### src/rtl/hazard_ctrl_pkg.sv
// Shared pipeline-control constants: operand forward-select encodings and the
// scoreboard entry layout used by the hazard unit and the ID operand muxes.
package hazard_ctrl_pkg;

    localparam logic [1:0] FWD_REG    = 2'b00;
    localparam logic [1:0] FWD_EXALU  = 2'b01;
    localparam logic [1:0] FWD_MEMALU = 2'b10;
    localparam logic [1:0] FWD_MEMLD  = 2'b11;

    localparam logic [15:0] STALL_CNT_MAX = 16'hFFFF;

    typedef struct packed {
        logic       wreg;
        logic       m2reg;
        logic [4:0] rn;
    } sb_entry_t;

    localparam sb_entry_t SB_EMPTY = '{wreg: 1'b0, m2reg: 1'b0, rn: 5'd0};

endpackage

### src/rtl/hazard_fwd_sel.sv
// Forward-select for one ID source register against the EX/MEM scoreboard;
// also flags a load-use conflict with the instruction in EX.
module hazard_fwd_sel
    import hazard_ctrl_pkg::*;
(
    input  logic [4:0] src,
    input  logic       use_src,
    input  logic       ex_wreg,
    input  logic       ex_m2reg,
    input  logic [4:0] ex_rn,
    input  logic       mem_wreg,
    input  logic       mem_m2reg,
    input  logic [4:0] mem_rn,
    output logic [1:0] sel,
    output logic       ld_use
);

    logic ex_hit;
    logic mem_hit;

    // r0 is hardwired, so it never matches a producer.
    assign ex_hit  = use_src && (src != 5'd0) && ex_wreg  && (ex_rn  == src);
    assign mem_hit = use_src && (src != 5'd0) && mem_wreg && (mem_rn == src);

    always_comb begin
        sel = FWD_REG;
        if (ex_hit)
            sel = FWD_EXALU;
        else if (mem_hit)
            sel = mem_m2reg ? FWD_MEMLD : FWD_MEMALU;
    end

    assign ld_use = ex_hit && ex_m2reg;

endmodule

### src/rtl/hazard_ctrl.sv
// Pipeline hazard unit: tracks EX/MEM destinations, selects operand forwarding
// and inserts a single-cycle bubble on load-use, counting stall cycles.
module hazard_ctrl
    import hazard_ctrl_pkg::*;
(
    input  logic        clk,
    input  logic        clr,
    input  logic [4:0]  id_rs,
    input  logic [4:0]  id_rt,
    input  logic        id_use_rs,
    input  logic        id_use_rt,
    input  logic        id_wreg,
    input  logic        id_m2reg,
    input  logic [4:0]  id_rn,
    output logic [1:0]  fwda,
    output logic [1:0]  fwdb,
    output logic        pc_we,
    output logic        ifid_we,
    output logic        idex_bubble,
    output logic [15:0] stall_cnt
);

    function automatic logic [15:0] sat_inc(input logic [15:0] v);
        return (v == STALL_CNT_MAX) ? v : v + 16'd1;
    endfunction

    sb_entry_t ex_p1;
    sb_entry_t mem_p2;
    logic      ld_use_a;
    logic      ld_use_b;
    logic      stall;

    hazard_fwd_sel u_sel_rs (
        .src       (id_rs),
        .use_src   (id_use_rs),
        .ex_wreg   (ex_p1.wreg),
        .ex_m2reg  (ex_p1.m2reg),
        .ex_rn     (ex_p1.rn),
        .mem_wreg  (mem_p2.wreg),
        .mem_m2reg (mem_p2.m2reg),
        .mem_rn    (mem_p2.rn),
        .sel       (fwda),
        .ld_use    (ld_use_a)
    );

    hazard_fwd_sel u_sel_rt (
        .src       (id_rt),
        .use_src   (id_use_rt),
        .ex_wreg   (ex_p1.wreg),
        .ex_m2reg  (ex_p1.m2reg),
        .ex_rn     (ex_p1.rn),
        .mem_wreg  (mem_p2.wreg),
        .mem_m2reg (mem_p2.m2reg),
        .mem_rn    (mem_p2.rn),
        .sel       (fwdb),
        .ld_use    (ld_use_b)
    );

    assign stall       = ld_use_a || ld_use_b;
    assign pc_we       = !stall;
    assign ifid_we     = !stall;
    assign idex_bubble = stall;

    // ID -> EX (p1) -> MEM (p2); a stalled ID instruction enters EX as a NOP.
    always_ff @(posedge clk) begin
        if (clr) begin
            ex_p1     <= SB_EMPTY;
            mem_p2    <= SB_EMPTY;
            stall_cnt <= 16'd0;
        end else begin
            mem_p2 <= ex_p1;
            ex_p1  <= stall ? SB_EMPTY
                            : '{wreg: id_wreg, m2reg: id_m2reg, rn: id_rn};
            if (stall)
                stall_cnt <= sat_inc(stall_cnt);
        end
    end

endmodule

### config.mk
export PLATFORM = sky130hd
export DESIGN_NAME = hazard_ctrl
export DESIGN_NICKNAME = d
export VERILOG_FILES = /design/src/rtl/hazard_ctrl_pkg.sv /design/src/rtl/hazard_fwd_sel.sv /design/src/rtl/hazard_ctrl.sv
export SDC_FILE = /design/constraint.sdc
export NUM_CORES = 1
export LEC_CHECK = 0
export ABC_AREA = 1
export ABC_CLOCK_PERIOD_IN_PS = 1800
export CAP_MARGIN = 30
export CORE_ASPECT_RATIO = 1.4
export CORE_UTILIZATION = 45
export DETAILED_ROUTE_END_ITERATION = 6
export GPL_TIMING_DRIVEN = 0
export HOLD_SLACK_MARGIN = 0.1
export PLACE_DENSITY = 0.74
export SYNTH_ARGS = -nofsm -noshare
export SYNTH_HDL_FRONTEND = slang
export SYNTH_SLANG_ARGS = --single-unit
### constraint.sdc
create_clock -name clk -period 1.8 [get_ports clk]
set_input_delay 0.54 -clock clk [delete_from_list [all_inputs] [get_ports clk]]
set_output_delay 0.54 -clock clk [all_outputs]
set_load 0.01 [all_outputs]
== Word level (Yosys, flattened, before mapping) ==
Index checks and enable logic that the tools add are counted.
Word-level totals
  bits in registers: 30
  word-level logic and storage cells: 37
  output and inout port bits: 23
  input port bits: 21
Cells by class
  bitwise operators: 1
  muxes and demuxes: 5
  $add $sub $neg: 1
  equality and inequality tests: 5
  reduce and logical (&&, ||, !) cells: 18
Operators with widths (number)
  $eq A5 B5 Y1: 4
  $add A16 B1 Y16 const B: 1
  $eq A16 B16 Y1 const B: 1
  $logic_and A1 B1 Y1: 12
  $reduce_bool A5 Y1: 2
  $mux W2: 4
  $reduce_and A2 Y1: 1
  $reduce_or A2 Y1: 1
  $logic_not A1 Y1: 1
  $logic_or A1 B1 Y1: 1
  $mux W1: 1
  $not A1 Y1: 1

== Longest topological paths before layout ==
Gate-level depths: netlist of the first run.
  depth after elaboration: 7
  mapped depth: 11

== Hierarchy ==
From an unflattened synthesis of the first run, not the netlist that was laid out.
Second synthesis, totals
  cells, all modules: 322
  area total of the unflattened synthesis: 1916.8 um2
Modules (own cells, without submodules)
  hazard_ctrl: area each 1416.4 um2, cells an instance 206, instances 1
  hazard_fwd_sel: area each 250.2 um2, cells an instance 58, instances 2

== Worst setup path after synthesis of the first run ==
Ideal clock, no wire load.
  path type: input port to output port
  from: input port id_rs[4]
  to: output port pc_we
  stages: 9
  arrival time: 1.348 ns
  data required time: 1.260 ns
  path slack: -0.088 ns
  buffers on the path: 1
  path through: inv_1 nand2_1 nand2_1 nand2_1 nor2_2 nand3_1 nand2_2 nand2_2 buf_4
Between the ends
  cells in the longest elaborated chain, start to end: 7
Ends and longest elaborated chain
  start: declaration: line hazard_ctrl.sv:8  | input logic [4:0] id_rs,
  $reduce_bool A5 Y1: line hazard_fwd_sel.sv:22  | assign ex_hit = use_src && (src != 5'd0) && ex_wreg && (ex_rn == src);
  $logic_and A1 B1 Y1 (2 in a row): line hazard_fwd_sel.sv:22
  $logic_and A1 B1 Y1 *: line hazard_fwd_sel.sv:22
  $logic_and A1 B1 Y1 *: line hazard_fwd_sel.sv:33  | assign ld_use = ex_hit && ex_m2reg;
  $logic_or A1 B1 Y1 *: line hazard_ctrl.sv:59  | assign stall = ld_use_a || ld_use_b;
  $logic_not A1 Y1 *
  end: declaration: line hazard_ctrl.sv:17  | output logic pc_we,
Mark *: on every way between the ends. The rest lies on a longest branch, timed or not.

== Worst setup path in the final report of the first run ==
  from: input port id_rt[3]
  to: output port pc_we
Between the ends
  cells in the longest elaborated chain, start to end: 7
Ends and longest elaborated chain
  start: declaration: line hazard_ctrl.sv:9  | input logic [4:0] id_rt,
  $reduce_bool A5 Y1: line hazard_fwd_sel.sv:22
  $logic_and A1 B1 Y1 (2 in a row): line hazard_fwd_sel.sv:22
  $logic_and A1 B1 Y1 *: line hazard_fwd_sel.sv:22
  $logic_and A1 B1 Y1 *: line hazard_fwd_sel.sv:33
  $logic_or A1 B1 Y1 *: line hazard_ctrl.sv:59
  $logic_not A1 Y1 *: line hazard_ctrl.sv:60  | assign pc_we = !stall;
Marked as above.

==> results.toml, run 1 <==
[worst_setup_path]
startpoint = "id_rt[3]"
critical_path_buf_inv_count = 4
timing.rr.start = "ex_p1[2]$_SDFF_PP0_"
crit_chain = "buf_8 -> inv_2 -> a21oi_2 -> nand2_2 -> nor2_4 -> nand3_4 -> nand2_4 -> nand2_4 -> buf_6 -> buf_6"
crit_end = "pc_we"
critical_path.top_delay_family = "simple AND/OR/NAND/NOR gates"
required_ns = 1.26
critPathArrivalTime_ns = 1.53
worstSetupPathType = "input port to output pin"
worst-r2r-setup-slack_ns = 0.17
crit_path_end_kind = "output pin"
crit_path_max_incr_delay_ns = 0.15
reg2reg_depth = 13
worstReg2RegEnd = "stall_cnt[8]$_SDFFE_PP0P_"
worst-path-stages = 10
start_kind = "input port"
cp_max_fo = 4
cpMaxStageDelayCell = "a21oi_2"

[cts]
cts_root_buffer = "clkbuf_8"
cts.path.max_buffers = 2
h-tree-depth = 2
cts_tree = "built"
cts_buffers = 5
clk_pin_slew_worst_paths_ns = 0.06
insertion_delay_ns = 0.28
cts.sinks = 30

[global_route]
antenna_found_initial = 0
grt_pass1_wl_um = 8680
grt_pass1_vias = 2053
grt_overflow = 0
grt_start_max_net_pins = 11
track_usage = 0.251

[worst_hold_path]
min_from = "ex_p1[2]$_SDFF_PP0_"
hold_path.class = "flip-flop to flip-flop"

[yosys]
synth_seq_cells = 30
synthAdderAreaFrac = 0.00662
syn_area_per_cell_um2 = 6.15
yosys-mux-area-fraction = 0
synth_area_um2 = 1890
synth-compound-area-share = 0.0662
ys_seq_area_frac = 0.318
synthSimpleGateAreaFrac = 0.429
synth_xor_area_frac = 0.0325
synth_nets = 329
ys_types = 30
yosysWarnings = 0
synth_cells = 307
synth_top_family_by_area = "simple AND/OR/NAND/NOR gates"

[status]
violations = "DRC, setup timing"
outcome = "complete, but fails checks"

[timing]
finalSetupViolCount = 7
finalHoldWorstSlack_ns = 0.460
fmax_mhz = 483
final.setup.worst_slack_ns = -0.269
period_share = 1.15
rsz0062_at_grt = "true"
fin_crit_ns = 2.07
worst_pin_slew_ns = 0.464
finalMaxSlewViolations = 0
slew_headroom = 0.691
final-hold-violation-count = 0
fin_skew_ns = 0.00631

[power_and_ir_drop]
power.density_nw_per_um2 = 529
peakVddDrop_mv = 0.399
p_leak_nw = 1.26

[placement]
port_buffers = 42
dp.cells = 392
dp_hpwl_um = 3780
gp_congestion = 0.910

[finish]
antenna_cells = 0
layout_commonest_cell = "nand2_1"
seqCellArea_um2 = 622
nets = 390
multi_input_comb_area_um2 = 1130
drive_gt1_frac = 0.291
stdcell_count = 411
syn_to_final_growth_pct = 40.9
final_cell_mix = "67 x nand2_1, 47 x inv_1, 44 x nor2_1, 31 x nand3_1, 20 x clkdlybuf4s50_1"
nFillCells = 357

[die]
design.die.area_um2 = 4470
die_x_um = 56.8
fp-row-count = 27
num_io_pins = 44
start_util = 0.474
fp.coreArea_um2 = 3990
die_h_um = 78.7

[detailed_routing]
finalWirelength_um = 5190
vias_per_cell = 5.06
drc_errors = 8
drt_iter0_drc = 132
wl_per_cell_um = 12.6
vias = 2081
drt-pass1-iter-count = 6
drtAntennaViolNets = 0

[run]
cap_violations = 0
[worst register-to-register path: stages, from the launching register on]
cell and delay, ns:
dfxtp_2 0.37, inv_2 0.05, nand2_1 0.06, nand2_2 0.07
nor2_4 0.10, buf_4 0.12, nand4_1 0.11, nand2_2 0.12
buf_4 0.11, buf_4 0.11, buf_6 0.13, nand3_1 0.07
nand2_1 0.08, nor2_1 0.04
[cells by family (layout without fill, tap and decap cells)]
| family | after synthesis | after routing |
|---|---|---|
| compound gates | 22 | 22 |
| fa+ha+maj | 1 | 1 |
| buf+inv | 69 | 130 |
| simple gates | 178 | 178 |
| flops | 30 | 30 |
| xor+xnor | 7 | 7 |
[report_power, final]
| group | switching, mW | total (mW) | internal (mW) |
|---|---|---|---|
| sequential | 0.0140 | 0.693 | 0.679 |
| clock | 0.248 | 0.507 | 0.259 |
| combinational | 0.112 | 0.208 | 0.0955 |
| total | 0.375 | 1.41 | 1.03 |
[repair_timing]
action	CTS	global route
buffers inserted	10	2
gates resized for setup	126	13
pin swaps	27	13
setup endpoints to repair	35	13
hold buffers	0	0
[how the worst min path moves through the flow]
stage                                 endpoint  slack, ns  cells after the start
final                     mem_p2[2]$_SDFF_PP0_       0.46                      2
after global placement    mem_p2[2]$_SDFF_PP0_       0.47                      2
after CTS                 mem_p2[2]$_SDFF_PP0_       0.46                      2
after detailed placement  mem_p2[3]$_SDFF_PP0_       0.47                      2
after global routing      mem_p2[2]$_SDFF_PP0_       0.48                      2
after floorplan           mem_p2[6]$_SDFF_PP0_       0.44                      2
[per-stage QoR]
stage / util / area, um2 / TNS, ns / setup slack (ns) / total power [mW]
2_1_floorplan: - / 1900 / -0.0560 / -0.0560 / 0.792
3_3_place_gp: 0.596 / 2380 / -17.98 / -1.25 / 0.871
3_5_place_dp: 0.596 / 2380 / -18.39 / -1.27 / 0.871
4_1_cts: 0.653 / 2600 / -1.56 / -0.267 / 1.42
5_1_grt: 0.668 / 2660 / -1.96 / -0.341 / 1.48
6_report: 0.668 / 2660 / -1.46 / -0.269 / 1.41
[flip-flops by register name, summed over array words and instances (netlist names)]
| signal | flops |
|---|---|
| mem_p2 | 7 |
| ex_p1 | 7 |
| stall_cnt | 16 |
[layer usage]
metal,GRT usage,share of wire,wire length [um]
met1,0.252,0.39,2000
met4,0.156,0.042,218
met5,0,0,0
met3,0.0478,0.049,257
met2,0.467,0.52,2720
[synth_stat cells]
| library cell | number | area (um2) |
|---|---|---|
| ha_1 | 1 | 12.5 |
| xor2_1 | 4 | 35.0 |
| nand2_1 | 72 | 270 |
| o211ai_1 | 1 | 7.51 |
| nand4_2 | 1 | 12.5 |
| nor3_2 | 1 | 10.0 |
| o21bai_1 | 1 | 7.51 |
| nor3_1 | 2 | 10.0 |
| buf_2 | 1 | 5.00 |
| inv_2 | 5 | 18.8 |
| nor2_1 | 45 | 169 |
| o22ai_1 | 1 | 6.26 |
| a21oi_1 | 8 | 40.0 |
| nand4_1 | 5 | 31.3 |
| buf_4 | 1 | 7.51 |
| dfxtp_1 | 30 | 601 |
| o21ai_1 | 2 | 10.0 |
| nand3_2 | 4 | 40.0 |
| clkbuf_1 | 2 | 7.51 |
| a21boi_0 | 1 | 7.51 |
| nor2_2 | 8 | 50.1 |
| nor2_4 | 2 | 22.5 |
| a211oi_1 | 1 | 7.51 |
| a31oi_1 | 3 | 18.8 |
| nand3_1 | 34 | 170 |
| nand2_2 | 4 | 25.0 |
| buf_6 | 2 | 22.5 |
| o21ai_0 | 4 | 20.0 |
| inv_1 | 58 | 218 |
| xnor2_1 | 3 | 26.3 |
[area by class of cell]
cell class	instances	share of cell area
inverters	63	0.0889
flip-flops and latches	30	0.234
clock buffers	5	0.0259
plain buffers	6	0.0174
clock inverters	2	0.00376
repair buffers	54	0.187
multi-input cells	208	0.423
well taps	43	0.0202
No activity file was read; power rests on OpenSTA's default activity.
==> inputs of run 2 (changes only) <==
- HOLD_SLACK_MARGIN: 0.1 -> not set
- SKIP_LAST_GASP: not set -> 1
==> run 2 against run 1 <==
Against the previous run: the flow still finishes with violations (DRC, setup timing); count of clock-buffer cells in the layout stayed put; final cell count unchanged; flip-flop and latch count stayed put; sequential power is essentially flat; maximum frequency down 0.16%; clock power hardly changed; routed wire length is 0.37% lower; hold slack about the same; critical endpoint unchanged; largest cell class unchanged.
==> results.toml, run 2 (synthesis results as in run 1) <==
[finish]
antenna_cells = 0
nets = 390
multi_input_comb_area_um2 = 1130
nFillCells = 355
largest_register = "stall_cnt"
reg_top3 = "stall_cnt: 16 flops, ex_p1: 7 flops, mem_p2: 7 flops"
syn_to_final_growth_pct = 40.7
largest_reg_flops = 16
seqCellArea_um2 = 622
final_cell_mix = "67 x nand2_1, 47 x inv_1, 44 x nor2_1, 31 x nand3_1, 20 x clkdlybuf4s50_1"
layout_commonest_cell = "nand2_1"
drive_gt1_frac = 0.291

[timing]
slew_headroom = 0.692
fmax_mhz = 483
finalSetupViolCount = 7
fin_skew_ns = 0.00657
finalHoldWorstSlack_ns = 0.460
final.setup.worst_slack_ns = -0.272
fin_crit_ns = 2.07
worst_pin_slew_ns = 0.462
final-hold-violation-count = 0
finalMaxSlewViolations = 0
period_share = 1.15
rsz0062_at_grt = "true"

[detailed_routing]
drc_errors = 8
vias = 2087
finalWirelength_um = 5170
drtAntennaViolNets = 0
met2_wirelength_um = 2670
drt_iter0_drc = 123
met3WireLength_um = 250
vias_per_cell = 5.08
wl_per_cell_um = 12.6
drt-pass1-iter-count = 6
highest_layer = "met4"
met1_length_um = 2030

[worst_setup_path]
crit_chain = "buf_8 -> inv_2 -> a21oi_2 -> nand2_2 -> nor2_4 -> nand3_4 -> nand2_4 -> nand2_4 -> buf_6 -> buf_6"
start_kind = "input port"
cp_max_fo = 4
cpMaxStageDelayCell = "a21oi_2"
required_ns = 1.26
crit_path_max_incr_delay_ns = 0.15
crit_path_end_kind = "output pin"
worstSetupPathType = "input port to output pin"
critPathArrivalTime_ns = 1.53
worst-r2r-setup-slack_ns = 0.17

[global_route]
grt_pass1_vias = 2053
grt_pass1_wl_um = 8680
antenna_found_initial = 0
grt_start_max_net_pins = 11
grt_overflow = 0
track_usage = 0.251

[placement]
gp_congestion = 0.910
dp_hpwl_um = 3780
port_buffers = 42
pre_cts_slack_ns = -1.27

[die]
die_h_um = 78.7
die_x_um = 56.8
fp.coreArea_um2 = 3990
fp-row-count = 27
start_util = 0.474
num_io_pins = 44
design.die.area_um2 = 4470

[status]
violations = "DRC, setup timing"
outcome = "complete, but fails checks"

[cts]
h-tree-depth = 2
cts_buffers = 5
cts_root_buffer = "clkbuf_8"
insertion_delay_ns = 0.28
cts.path.max_buffers = 2
cts_tree = "built"
clk_pin_slew_worst_paths_ns = 0.06
cts.sinks = 30

[worst_hold_path]
hold_path.class = "flip-flop to flip-flop"

[power_and_ir_drop]
power.density_nw_per_um2 = 530
p_leak_nw = 1.26
peakVddDrop_mv = 0.399

[run]
cap_violations = 0
-- run 2: cell counts in the layout (fill, tap and decap cells not counted) --
No cell type changed its count.
-- run 2: where the power goes --
group,total [mW],internal (mW),switching [mW],leakage [nW]
logic,0.207,0.0946,0.113,0.968
clock network,0.509,0.259,0.250,0.0438
registers,0.693,0.679,0.0139,0.251
-- run 2: per-layer routing --
metal,vias up,track usage
li1,1061,-
met1,944,0.252
met2,58,0.467
met3,24,0.0478
met4,0,0.156
met5,-,0
-- run 2: layout make-up --
type,instances,share of cell area
inverters,63,0.0890
repair buffers,54,0.186
flip-flops and latches,30,0.234
clock buffers,5,0.0259
plain buffers,6,0.0174
well taps,43,0.0202
multi-input cells,208,0.424
clock inverters,2,0.00377
-- run 2: per-stage QoR --
stage | area (um2) | total power, mW | cells | setup TNS, ns | utilization
after floorplan | 1900 | 0.792 | 307 | -0.0560 | -
after global placement | 2380 | 0.871 | 392 | -17.98 | 0.596
after detailed placement | 2380 | 0.871 | 392 | -18.39 | 0.596
after CTS | 2600 | 1.42 | 409 | -1.56 | 0.653
after global routing | 2660 | 1.48 | 411 | -1.95 | 0.667
final | 2660 | 1.41 | 411 | -1.46 | 0.667
-- run 2: path summary, 6_finish.rpt --
| kind | from | end | cells past startpoint |
|---|---|---|---|
| max | id_rt[3] | pc_we | 10 |
| min reg2reg | ex_p1[2]$_SDFF_PP0_ | mem_p2[2]$_SDFF_PP0_ | 2 |
| max reg2reg | ex_p1[2]$_SDFF_PP0_ | stall_cnt[8]$_SDFFE_PP0P_ | 13 |
| min | ex_p1[2]$_SDFF_PP0_ | mem_p2[2]$_SDFF_PP0_ | 2 |
-- run 2: critical path: cells and delay by family --
kind / cells / cell delay (ns)
and+or+nand+nor: 5 / 0.49
buffers and inverters: 4 / 0.35
AOI/OAI and AO/OA: 1 / 0.15
-- run 2: what timing repair did --
item | in CTS | in global routing
gates resized for setup | 126 | 12
hold buffers | 0 | 0
cloned | 0 | 0
pin swaps | 27 | 13
buffers inserted | 10 | 2
setup endpoints to repair | 35 | 13
==> inputs of run 3 (changes only) <==
- MAX_ROUTING_LAYER: not set -> met4
==> run 3 against run 2 <==
Against the previous run: critical endpoint unchanged; flip-flop and latch count did not move; count of clock-buffer cells in the layout increased by 2; sequential power hardly changed; the flow still finishes with violations (DRC, setup timing); critical path depth is 1 higher; combinational power is 2% higher; die area unchanged; final cell count is 0.24% lower; maximum frequency down 2.6%; routed wire length rose by 1.5%; final area grew 0.61%; power up 3.9%; sequential share of layout area hardly changed.
==> results.toml, run 3 (synthesis results as in run 1) <==
[detailed_routing]
vias_per_cell = 4.92
wl_per_cell_um = 12.8
finalWirelength_um = 5250
drt-pass1-iter-count = 6
drc_errors = 8
vias = 2017
drt_iter0_drc = 119
drtAntennaViolNets = 0

[worst_setup_path]
timing.rr.start = "ex_p1[4]$_SDFF_PP0_"
worstReg2RegEnd = "stall_cnt[8]$_SDFFE_PP0P_"
start_kind = "input port"
cp_max_fo = 3
worstSetupPathType = "input port to output pin"
crit_path_end_kind = "output pin"
critPathArrivalTime_ns = 1.59
worst-r2r-setup-slack_ns = 0.13
required_ns = 1.26
reg2reg_depth = 13

[placement]
dp_hpwl_um = 3800
gp_congestion = 0.915
port_buffers = 42

[status]
violations = "DRC, setup timing"
outcome = "complete, but fails checks"

[cts]
clk_pin_slew_worst_paths_ns = 0.06
cts.sinks = 30
cts_root_buffer = "clkbuf_8"
cts_tree = "built"
cts_hold_buf = 0
insertion_delay_ns = 0.28
cts.path.max_buffers = 2
h-tree-depth = 2
cts_buffers = 5

[global_route]
grt_start_max_net_pins = 11
grt_pass1_vias = 1966
track_usage = 0.256
antenna_found_initial = 0
grt_overflow = 0
grt_pass1_wl_um = 8590

[timing]
worst_pin_slew_ns = 0.454
fin_skew_ns = 0.00459
finalMaxSlewViolations = 0
period_share = 1.18
rsz0062_at_grt = "true"
finalSetupViolCount = 7
final-hold-violation-count = 0
slew_headroom = 0.697
final.setup.worst_slack_ns = -0.327
fin_crit_ns = 2.13
fmax_mhz = 470

[power_and_ir_drop]
p_leak_nw = 1.20
power_mw = 1.46
power.density_nw_per_um2 = 547
peakVddDrop_mv = 0.392

[die]
design.die.area_um2 = 4470
fp-row-count = 27
start_util = 0.474
die_x_um = 56.8
fp.coreArea_um2 = 3990
die_h_um = 78.7
num_io_pins = 44

[finish]
nets = 388
reg_top3 = "stall_cnt: 16 flops, ex_p1: 7 flops, mem_p2: 7 flops"
final_cell_mix = "67 x nand2_1, 48 x inv_1, 43 x nor2_1, 29 x nand3_1, 23 x clkdlybuf4s50_1"
largest_reg_flops = 16
drive_gt1_frac = 0.292
syn_to_final_growth_pct = 41.5
fin_util = 0.671
antenna_cells = 0
largest_register = "stall_cnt"
layout_commonest_cell = "nand2_1"

[worst_hold_path]
whs_endpoint = "mem_p2[3]$_SDFF_PP0_"
min_from = "ex_p1[3]$_SDFF_PP0_"
hold_path.class = "flip-flop to flip-flop"
hold_depth = 2

[run]
cap_violations = 0
==> run 3: critical path, stage by stage <==
cell and delay [ns]:
buf_6 0.10, inv_2 0.05, nand2_1 0.07, nand2_1 0.10, nand2_2 0.08, nor2_4 0.13
nand3_4 0.10, nand2_4 0.10, nand2_4 0.07, buf_6 0.13, buf_6 0.11
==> run 3: per-layer routing <==
layer  vias to the layer above  global-route usage  share of wire
li1                       1060                   -              -
met1                       890               0.242           0.39
met2                        52               0.495           0.53
met3                        15              0.0346          0.037
met4                         0               0.127          0.037
met5                         -                   -              0
==> run 3: power breakdown <==
part	total [mW]	internal [mW]	switching (mW)
Sequential	0.691	0.677	0.0133
Clock	0.561	0.308	0.253
Combinational	0.212	0.0972	0.114
Total	1.46	1.08	0.381
==> run 3: layout make-up <==
type                       instances  area [um2]
buffer                             5        35.0
clock buffer                       7        86.3
clock inverter                     1        5.00
fill                             366        1310
inverter                          63         241
multi-input combinational        208        1130
sequential                        30         627
tap                               43        53.8
timing repair buffer              53         492
==> run 3: what timing repair did <==
action	4_1_cts	5_1_grt
pin swaps	28	20
endpoints found under the setup margin	35	13
gates resized for setup	118	28
cloned	0	0
setup buffers	8	3
hold endpoints to repair	0	0
==> run 3: how the worst max path moves through the flow <==
stage               slack [ns]  endpoint                 from
finish                   -0.33     pc_we             id_rt[4]
global route             -0.37     pc_we  ex_p1[4]$_SDFF_PP0_
CTS                      -0.26     pc_we             id_rt[3]
detailed placement       -1.28     pc_we             id_rs[2]
global placement         -1.25     pc_we             id_rs[2]
floorplan                -0.06     pc_we             id_rs[3]
==> run 3: per-stage QoR <==
stage | worst slack (ns) | hold slack, ns | setup TNS (ns) | cells | cell area, um2
after floorplan | -0.0560 | 0.440 | -0.0560 | 307 | 1900
after global placement | -1.25 | 0.464 | -18.03 | 392 | 2380
after detailed placement | -1.28 | 0.466 | -18.62 | 392 | 2380
after CTS | -0.262 | 0.466 | -1.52 | 408 | 2570
after global routing | -0.374 | 0.485 | -2.10 | 410 | 2670
final | -0.327 | 0.460 | -1.64 | 410 | 2670
